**src/rtl/answer_display_sequencer.sv**
```systemverilog
// Pages a latched multi-byte answer onto two seven-segment digits, one byte per page,
// highest non-zero byte first, followed by an end marker, looping until cleared.
module answer_display_sequencer #(
    parameter int unsigned ANSWER_WIDTH = 64,
    parameter int unsigned PAGE_CYCLES  = 25000000,
    parameter int unsigned GAP_CYCLES   = 2500000,
    localparam int unsigned NB = ANSWER_WIDTH / 8,
    localparam int unsigned PW = (NB > 1) ? $clog2(NB) : 1
) (
    input  logic                    clock,
    input  logic                    reset,
    input  logic                    answer_valid,
    input  logic [ANSWER_WIDTH-1:0] answer,
    input  logic                    clear,
    output logic [6:0]              ss1_A_G,
    output logic [6:0]              ss2_A_G,
    output logic [PW-1:0]           page,
    output logic                    busy
);

    localparam int unsigned MAXC = (PAGE_CYCLES > GAP_CYCLES) ? PAGE_CYCLES : GAP_CYCLES;
    localparam int unsigned CW   = (MAXC > 1) ? $clog2(MAXC) : 1;
    localparam logic [CW-1:0] PAGE_LOAD = CW'(PAGE_CYCLES - 1);
    localparam logic [CW-1:0] GAP_LOAD  = CW'(GAP_CYCLES - 1);

    localparam logic [6:0] SEG_DASH  = 7'b1111110;
    localparam logic [6:0] SEG_BLANK = 7'b1111111;
    localparam logic [6:0] SEG_END   = 7'b0110110;

    typedef enum logic [2:0] {
        ST_IDLE    = 3'd0,
        ST_SHOW    = 3'd1,
        ST_GAP     = 3'd2,
        ST_END     = 3'd3,
        ST_END_GAP = 3'd4
    } state_e;

    state_e                  state_q, state_d;
    logic [PW-1:0]           page_q, page_d;
    logic [PW-1:0]           top_q, top_d;
    logic [CW-1:0]           cnt_q, cnt_d;
    logic [ANSWER_WIDTH-1:0] ans_q, ans_d;
    logic [6:0]              ss1_q, ss1_d;
    logic [6:0]              ss2_q, ss2_d;
    logic                    busy_q, busy_d;
    logic [7:0]              cur_byte;

    // Index of the highest non-zero byte; zero when the whole answer is zero.
    function automatic logic [PW-1:0] top_byte(input logic [ANSWER_WIDTH-1:0] v);
        top_byte = '0;
        for (int i = 0; i < int'(NB); i++) begin
            if (v[i*8 +: 8] != 8'd0) top_byte = PW'(i);
        end
    endfunction

    function automatic logic [6:0] hex_glyph(input logic [3:0] n);
        case (n)
            4'h0: hex_glyph = 7'b0000001;
            4'h1: hex_glyph = 7'b1001111;
            4'h2: hex_glyph = 7'b0010010;
            4'h3: hex_glyph = 7'b0000110;
            4'h4: hex_glyph = 7'b1001100;
            4'h5: hex_glyph = 7'b0100100;
            4'h6: hex_glyph = 7'b0100000;
            4'h7: hex_glyph = 7'b0001111;
            4'h8: hex_glyph = 7'b0000000;
            4'h9: hex_glyph = 7'b0000100;
            4'hA: hex_glyph = 7'b0001000;
            4'hB: hex_glyph = 7'b1100000;
            4'hC: hex_glyph = 7'b0110001;
            4'hD: hex_glyph = 7'b1000010;
            4'hE: hex_glyph = 7'b0110000;
            default: hex_glyph = 7'b0111000;
        endcase
    endfunction

    always_ff @(posedge clock or negedge reset) begin
        if (!reset) begin
            state_q <= ST_IDLE;
            page_q  <= '0;
            top_q   <= '0;
            cnt_q   <= '0;
            ans_q   <= '0;
            ss1_q   <= SEG_DASH;
            ss2_q   <= SEG_DASH;
            busy_q  <= 1'b0;
        end else begin
            state_q <= state_d;
            page_q  <= page_d;
            top_q   <= top_d;
            cnt_q   <= cnt_d;
            ans_q   <= ans_d;
            ss1_q   <= ss1_d;
            ss2_q   <= ss2_d;
            busy_q  <= busy_d;
        end
    end

    // Next state: clear beats a new answer, and a new answer restarts from any state.
    always_comb begin
        state_d = state_q;
        page_d  = page_q;
        top_d   = top_q;
        cnt_d   = cnt_q;
        ans_d   = ans_q;
        if (clear) begin
            state_d = ST_IDLE;
            page_d  = '0;
            cnt_d   = '0;
        end else if (answer_valid) begin
            ans_d   = answer;
            top_d   = top_byte(answer);
            page_d  = top_byte(answer);
            cnt_d   = PAGE_LOAD;
            state_d = ST_SHOW;
        end else begin
            case (state_q)
                ST_SHOW: begin
                    if (cnt_q == '0) begin
                        state_d = ST_GAP;
                        cnt_d   = GAP_LOAD;
                    end else begin
                        cnt_d = cnt_q - CW'(1);
                    end
                end
                ST_GAP: begin
                    if (cnt_q == '0) begin
                        cnt_d = PAGE_LOAD;
                        if (page_q != '0) begin
                            page_d  = page_q - PW'(1);
                            state_d = ST_SHOW;
                        end else begin
                            state_d = ST_END;
                        end
                    end else begin
                        cnt_d = cnt_q - CW'(1);
                    end
                end
                ST_END: begin
                    if (cnt_q == '0) begin
                        state_d = ST_END_GAP;
                        cnt_d   = GAP_LOAD;
                    end else begin
                        cnt_d = cnt_q - CW'(1);
                    end
                end
                ST_END_GAP: begin
                    if (cnt_q == '0) begin
                        state_d = ST_SHOW;
                        page_d  = top_q;
                        cnt_d   = PAGE_LOAD;
                    end else begin
                        cnt_d = cnt_q - CW'(1);
                    end
                end
                default: begin
                    state_d = state_q;
                end
            endcase
        end
    end

    always_comb begin
        cur_byte = 8'd0;
        for (int i = 0; i < int'(NB); i++) begin
            if (page_q == PW'(i)) cur_byte = ans_q[i*8 +: 8];
        end
    end

    // Segments follow the current state, so they trail the state register by one cycle.
    always_comb begin
        ss1_d  = SEG_DASH;
        ss2_d  = SEG_DASH;
        busy_d = (state_d != ST_IDLE);
        case (state_q)
            ST_SHOW: begin
                ss1_d = hex_glyph(cur_byte[7:4]);
                ss2_d = hex_glyph(cur_byte[3:0]);
            end
            ST_GAP, ST_END_GAP: begin
                ss1_d = SEG_BLANK;
                ss2_d = SEG_BLANK;
            end
            ST_END: begin
                ss1_d = SEG_END;
                ss2_d = SEG_END;
            end
            default: begin
                ss1_d = SEG_DASH;
                ss2_d = SEG_DASH;
            end
        endcase
    end

    assign ss1_A_G = ss1_q;
    assign ss2_A_G = ss2_q;
    assign page    = page_q;
    assign busy    = busy_q;

endmodule

```
**config.mk**
```make
export PLATFORM = sky130hd
export DESIGN_NAME = answer_display_sequencer
export DESIGN_NICKNAME = d
export VERILOG_FILES = /design/src/rtl/answer_display_sequencer.sv
export SDC_FILE = /design/constraint.sdc
export NUM_CORES = 1
export LEC_CHECK = 0
export CAP_MARGIN = 10
export CELL_PAD_IN_SITES_DETAIL_PLACEMENT = 1
export CELL_PAD_IN_SITES_GLOBAL_PLACEMENT = 1
export CORE_UTILIZATION = 48
export CTS_BUF_LIST = sky130_fd_sc_hd__clkbuf_2
export DETAILED_ROUTE_END_ITERATION = 6
export PLACE_DENSITY_LB_ADDON = 0.15
export SYNTH_ARGS = -nofsm -noshare
export SYNTH_HDL_FRONTEND = slang
export SYNTH_SLANG_ARGS = --single-unit
```
**constraint.sdc**
```tcl
create_clock -name clock -period 5.4 [get_ports clock]
set_input_delay 0.54 -clock clock [delete_from_list [all_inputs] [get_ports clock]]
set_output_delay 0.54 -clock clock [all_outputs]
set_load 0.01 [all_outputs]
```
==> results of run 1 <==
-- registers in the layout, indices dropped and copies added (netlist names) --
signal	count
ss2_A_G	7
busy	1
top_q	3
page	3
ss1_A_G	7
ans_q	64
state_q	3
cnt_q	25
-- how the worst max path moves through the flow --
stage	from	to	slack [ns]	depth (start not counted)
2_1_floorplan	page[0]	ss2_A_G[3]	2.55	11
3_3_place_gp	page[1]	ss2_A_G[3]	1.96	10
3_5_place_dp	page[1]	ss2_A_G[3]	1.75	10
4_1_cts	page[1]	ss2_A_G[3]	1.71	10
5_1_grt	page[1]	ss2_A_G[3]	1.41	10
6_report	page[1]	ss2_A_G[3]	1.66	10
-- logic make-up after synthesis --
logic type      count (synthesis)  synth area share, %
compound gates                170                18.37
xor+xnor                        6               0.8407
fa+ha+maj                      20                4.003
buf+inv                        58                3.823
flops                         113                45.48
mux                            67                12.19
simple gates                  176                15.29
-- metal layers --
layer	up-vias	GRT usage, %	wire [µm]
li1	2410	-	-
met1	2636	36.40	7816
met2	154	47.86	8875
met3	35	6.435	744
met4	0	11.28	528
met5	-	0	0
-- power by group --
group,switching (µW),total [µW],internal [µW]
sequential,94.3,1060,967
combinational,327,621,293
clock,333,626,293
-- synth_stat cells (all sizes together), types with 3 or more instances --
library cell / n
nor2: 40
nand2: 39
nor3b: 3
o21a: 3
a31oi: 11
nor3: 19
mux2: 63
nand3: 6
a2111oi: 4
a21oi: 36
o211ai: 4
o22a: 4
or4: 7
o31ai: 11
or3: 4
a22o: 3
clkbuf: 23
or2: 6
ha: 20
a211oi: 9
mux2i: 3
nor2b: 11
nand3b: 9
a221oi: 9
nand4: 4
a21o: 7
inv: 22
nand2b: 3
xnor2: 5
dfstp: 12
o21ai: 41
and2: 3
buf: 13
dfrtp: 101
o22ai: 5
nor4: 17
-- final cells by class --
cell class                      instances  area (µm²)
Inverter                               22       82.58
Clock buffer                           17       85.08
Tap cell                              172       215.2
Timing Repair Buffer                   91       908.4
Multi-Input combinational cell        439        3177
Fill cell                            1420        5190
Clock inverter                         13       170.2
Sequential cell                       113        2843
-- metrics by stage --
stage	instance area [µm²]	setup slack, ns	std cells
after floorplan	6251	2.546	610
after global placement	7216	1.964	836
after detailed placement	7216	1.746	836
after CTS	7481	1.713	867
after global routing	7481	1.407	867
final	7481	1.664	867
-- critical path, delay by kind of cell (launching register included) --
kind / cells / cell delay [ns]
DFF: 1 / 0.44
buffers and inverters: 2 / 0.33
adders and majority gates: 2 / 0.75
and+or+nand+nor: 3 / 1.15
AOI/OAI and AO/OA: 3 / 0.99
==> reports/qor.log, run 1 <==
[hold_path] Min-Delay Path Class primary input to asynchronous set/reset pin
[yosys] Synth Warn # 0
[timing] clock tree skew after final layout 0.04384 ns
[timing] final critical-path share of the clock period 69.19%
[routing] residual antenna-violating net count after detailed routing 0
[placed_design] routability-driven placement congestion ratio 0.8618
[global_routing] first-pass GRT wire length 28.79 mm
[floorplan] total I/O pin count 86
[floorplan] Core Footprint 12670 µm²
[outcome] outcome finished clean
[clock_tree] H-tree depth 4
[yosys] average instance area after synthesis 10.25 µm²
[critical_path] slowest stage delay, CP 0.73 ns
[critical_path] logic depth of the worst register-to-register path 10
[floorplan] overall die height 116.1 µm
[critical_path] startpoint type of the worst setup path register
[cells_and_area] commonest cells after routing, fill and taps aside sky130_fd_sc_hd__dfrtp_1 (101), sky130_fd_sc_hd__clkdlybuf4s50_1 (84), sky130_fd_sc_hd__mux2_2 (63)
[global_routing] Congestion Overflow GR 0
[routing] iteration count of the initial detailed-routing pass 5
[timing] Slew Limit Fails 0
[yosys] sequential cell area fraction in the yosys report 45.48%
[timing] Setup TNS Final 0 ns
[critical_path] r2r setup slk 1.66 ns
[routing] number of vias per cell after detailed routing 6.038
[global_routing] via count of the first global-routing pass 5360
[yosys] share of flip-flops with an asynchronous set or reset 100.0%
[clock_tree] total clock buffers created by CTS 17
[timing] final hold violation count 0
[critical_path] highest-delay cell along the critical path sky130_fd_sc_hd__o31ai_1
[global_routing] number of antenna violations at the first check in global routing 0
[critical_path] largest driver fanout on the critical path 24
[clock_tree] Resized cells post-CTS 0
[timing] Min Clock Period, post-route 3.736 ns
[critical_path] endpoint of the lowest-slack register-to-register path ss2_A_G[3]
[placed_design] number of buffers added on ports 85
[global_routing] Tot GR Track Use 28.71%
[yosys] combined area of all synthesized cells 6251 µm²
[timing] unrepaired setup endpoints after global routing no
[timing] highest achievable clock rate 0.2677 GHz
[clock_tree] clock root cell sky130_fd_sc_hd__clkbuf_2
[timing] slew of the pin with the lowest slew margin 0.9006 ns
[cells_and_area] Area Growth Syn to Fin 19.68%
[pwr] peak supply drop 0.1564 mV
[yosys] Post-synth EDFFs 0
[yosys] Distinct cells, synth 74
[routing] final wirelength 17.97 mm
[cells_and_area] Inserted Diodes 0
[floorplan] starting density of the core 49.33%
[pwr] overall power consumption 2308 µW
[yosys] top cells by area, synth sky130_fd_sc_hd__dfrtp_1 (40%), sky130_fd_sc_hd__mux2_2 (11%), sky130_fd_sc_hd__dfstp_2 (5.0%), sky130_fd_sc_hd__ha_1 (4.0%), sky130_fd_sc_hd__a21oi_1 (2.9%)
[routing] total number of vias 5235
[critical_path] chain of cells forming the critical path inv_1, ha_1, nor2b_1, a221oi_1, o31ai_1, inv_1, ha_1, nor2_1, a2111oi_0, or4_1
[yosys] flip-flop and latch count after synthesis 113
[pwr] Lkg Pwr 0.003015 µW
[cells_and_area] layout cells sized above 1 18.85%
[routing] Initial DRC Count 299
[timing] final number of setup-violating endpoints 0
[floorplan] Die Span X 116.1 µm
[critical_path] sort of element at the end of the critical path register
[critical_path] FF-to-FF Start page[1]
[placed_design] Final HPWL DP 13.32 mm
[yosys] share of the synthesized area in the top cell type 40.43%
[clock_tree] clock buffer depth 2
[clock_tree] TritonCTS clock tree yes
[cells_and_area] leading cell type in the layout, fill and taps excluded sky130_fd_sc_hd__dfrtp_1
[run] # Max-Cap Violations 0
[yosys] post-synthesis cell type with the largest combined area sky130_fd_sc_hd__dfrtp_1
[critical_path] worst setup path class register to register
[routing] DR WL/cell 20.72 µm
[cells_and_area] final core occ 59.04%
[timing] worst hold-check slack 0.4001 ns
[critical_path] Worst EP required 6.02 ns
[clock_tree] clk sinks 113
[floorplan] floorplan row count 41
[global_routing] pin count of the biggest net entering global routing 64
[yosys] synthesized instance count 610
[clock_tree] count of buffers added by post-CTS timing repair for setup 0
[timing] relative slew slack 39.96%
[clock_tree] clock latency on the worst-skew pair 0.72 ns
[routing] number of DRC violations after detailed routing 0
[critical_path] critical path arrival 4.35 ns
[floorplan] die area 13480 µm²
[clock_tree] clock slew seen by the registers of the worst setup and hold paths 0.19 ns
[yosys] net count after synthesis 698
[cells_and_area] number of nets in the final layout 772
[clock_tree] number of buffers inserted by hold repair at cts 1
[pwr] PwrDens 308.5 nW/µm²
[yosys] Main synth FF type sky130_fd_sc_hd__dfrtp_1
No activity file was read; power rests on OpenSTA's default activity.
==> run 2: changes to the inputs <==
CORE_UTILIZATION = 40   (was 48)
clock period = 3.4 ns   (was 5.4 ns; I/O delays follow)
==> run 2 against run 1 <==
Against the previous run:
- fmax rose by 17%
- register-to-register slack got worse by 1.5 ns
- non-clock buffer count rose by 8
- total power rose by 61%
- cell count rose by 3.0%
- sequential cell count did not move
- sequential share of layout area fell by 0.62 points
- clock-buffer cell count rose by 1
- die area rose by 20%
- setup slack got worse by 1.5 ns
- critical endpoint is now ss1_A_G[3]
==> reports/qor.log, run 2 (synthesis gave the netlist of run 1 again) <==
[critical_path] chain of cells forming the critical path inv_1, ha_1, nor2b_1, a221oi_1, o311ai_0, o21a_1, ha_1, mux4_2, o21ai_1
[cells_and_area] footprint of the flip-flops and latches 2843 µm²
[global_routing] number of antenna violations at the first check in global routing 1
[routing] iteration count of the initial detailed-routing pass 4
[global_routing] pin count of the biggest net entering global routing 73
[timing] unrepaired setup endpoints after global routing no
[cells_and_area] leading cell type in the layout, fill and taps excluded sky130_fd_sc_hd__dfrtp_1
[placed_design] Final HPWL DP 13.48 mm
[clock_tree] clock buffer depth 2
[routing] number of DRC violations after detailed routing 0
[critical_path] combined buffer and inverter count along the critical path 1
[placed_design] worst setup timing slack at the placement stage 0.05425 ns
[timing] clock tree skew after final layout 0.03447 ns
[hold_path] Min-Delay Path Class primary input to register
[global_routing] via count of the first global-routing pass 5384
[critical_path] Worst EP required 4.01 ns
[timing] relative slew slack 42.14%
[floorplan] Core Footprint 15200 µm²
[timing] Slew Limit Fails 0
[floorplan] Die Span X 127.0 µm
[timing] slew of the pin with the lowest slew margin 0.8678 ns
[cells_and_area] commonest cells after routing, fill and taps aside sky130_fd_sc_hd__dfrtp_1 (101), sky130_fd_sc_hd__clkdlybuf4s50_1 (84), sky130_fd_sc_hd__mux2_2 (63)
[clock_tree] clock root cell sky130_fd_sc_hd__clkbuf_2
[global_routing] Congestion Overflow GR 0
[cells_and_area] layout cells sized above 1 20.60%
[floorplan] starting density of the core 41.12%
[cells_and_area] filler cell count in the final layout 1683
[cells_and_area] number of nets in the final layout 780
[routing] total number of vias 5223
[routing] Initial DRC Count 329
[placed_design] routability-driven placement congestion ratio 0.8848
[critical_path] Largest delay share family, worst path compound AO/OA/AOI/OAI gates
[cells_and_area] area of the multi-input gates 3184 µm²
[critical_path] worst setup path class register to register
[critical_path] largest driver fanout on the critical path 6
[routing] final wirelength 18.02 mm
[timing] worst hold-check slack 0.2388 ns
[floorplan] floorplan row count 45
[clock_tree] TritonCTS clock tree yes
[clock_tree] count of buffers added by post-CTS timing repair for setup 0
[clock_tree] total clock buffers created by CTS 17
[pwr] peak supply drop 0.3980 mV
[critical_path] slowest stage delay, CP 0.59 ns
[clock_tree] clk sinks 113
[placed_design] standard cell area after detailed placement 7308 µm²
[global_routing] Tot GR Track Use 23.52%
[pwr] PwrDens 489.6 nW/µm²
[cells_and_area] final core occ 50.02%
[clock_tree] clock latency on the worst-skew pair 0.70 ns
[pwr] Lkg Pwr 0.003067 µW
[timing] Setup TNS Final 0 ns
[critical_path] highest-delay cell along the critical path sky130_fd_sc_hd__o311ai_0
[cells_and_area] registers with the highest flip-flop counts ans_q (64), cnt_q (25)
[timing] slack of the critical path 0.1953 ns
[critical_path] startpoint type of the worst setup path register
[timing] Min Clock Period, post-route 3.205 ns
[critical_path] cell type with the highest occurrence count on the critical path sky130_fd_sc_hd__ha_1
[clock_tree] H-tree depth 4
[outcome] outcome finished clean
[routing] DR WL/cell 20.18 µm
[cells_and_area] Area Growth Syn to Fin 21.66%
[critical_path] sort of element at the end of the critical path register
[timing] final number of setup-violating endpoints 0
[floorplan] die area 16130 µm²
[placed_design] number of buffers added on ports 85
[timing] highest achievable clock rate 0.3120 GHz
[clock_tree] clock slew seen by the registers of the worst setup and hold paths 0.20 ns
[critical_path] critical path arrival 3.81 ns
[run] # Max-Cap Violations 0
[timing] final critical-path share of the clock period 94.26%
[timing] final hold violation count 0
[cells_and_area] post-route cell area 7605 µm²
[floorplan] total I/O pin count 86
[routing] residual antenna-violating net count after detailed routing 0
[global_routing] first-pass GRT wire length 29.04 mm
[cells_and_area] Biggest register ans_q
[floorplan] overall die height 127.0 µm
[cells_and_area] flip-flop count of the largest register after layout 64
[routing] number of vias per cell after detailed routing 5.849
run 2: cell types whose count changed in the layout (fill, tap and decap cells not counted), sizes merged:
cell / change
buf: +8
clkbuf: +1
clkinv: -4
clkinvlp: +2
diode: +1
inv: +2
run 2: layout make-up:
cell class / count / area share, %
Clock buffer: 18 / 1.185
Sequential cell: 113 / 37.38
Antenna cell: 1 / 0.03291
Timing Repair Buffer: 99 / 12.90
Clock inverter: 13 / 2.451
Multi-Input combinational cell: 439 / 41.87
Tap cell: 188 / 3.093
Inverter: 22 / 1.086
run 2: routing by layer:
layer / track usage (%) / part of all wire (%) / vias up
li1: - / - / 2426
met1: 30.49 / 46 / 2673
met2: 39.66 / 49 / 107
met3: 4.858 / 2.9 / 17
met4: 7.073 / 1.7 / 0
met5: 0 / 0 / -
run 2: final timing paths:
check | startpoint | cells past startpoint | end | slack (ns)
min | answer[6] | 2 | ans_q[6] | 0.24
max | page[0] | 9 | ss1_A_G[3] | 0.20
min reg2reg | ans_q[54] | 1 | ans_q[54] | 0.53
max in group asynchronous | reset | 3 | ans_q[39] | 2.36
min in group asynchronous | reset | 2 | ans_q[16] | 0.26
max reg2reg | page[0] | 9 | ss1_A_G[3] | 0.20
run 2: power breakdown:
group / internal [µW] / switching [µW]
sequential: 1540 / 139
clock: 484 / 555
combinational: 478 / 530
total: 2500 / 1220
run 2: what timing repair did:
item	4_1_cts	5_1_grt
pin swaps	0	0
setup endpoints to repair	1	1
endpoints found under the hold margin	49	0
hold buffers	1	0
gates resized for setup	1	1
run 2: through the flow:
step / power (µW) / instances
after floorplan: 2272 / 610
final: 3723 / 893
after global placement: 2661 / 860
after global routing: 3926 / 893
after detailed placement: 2702 / 860
after CTS: 3756 / 892
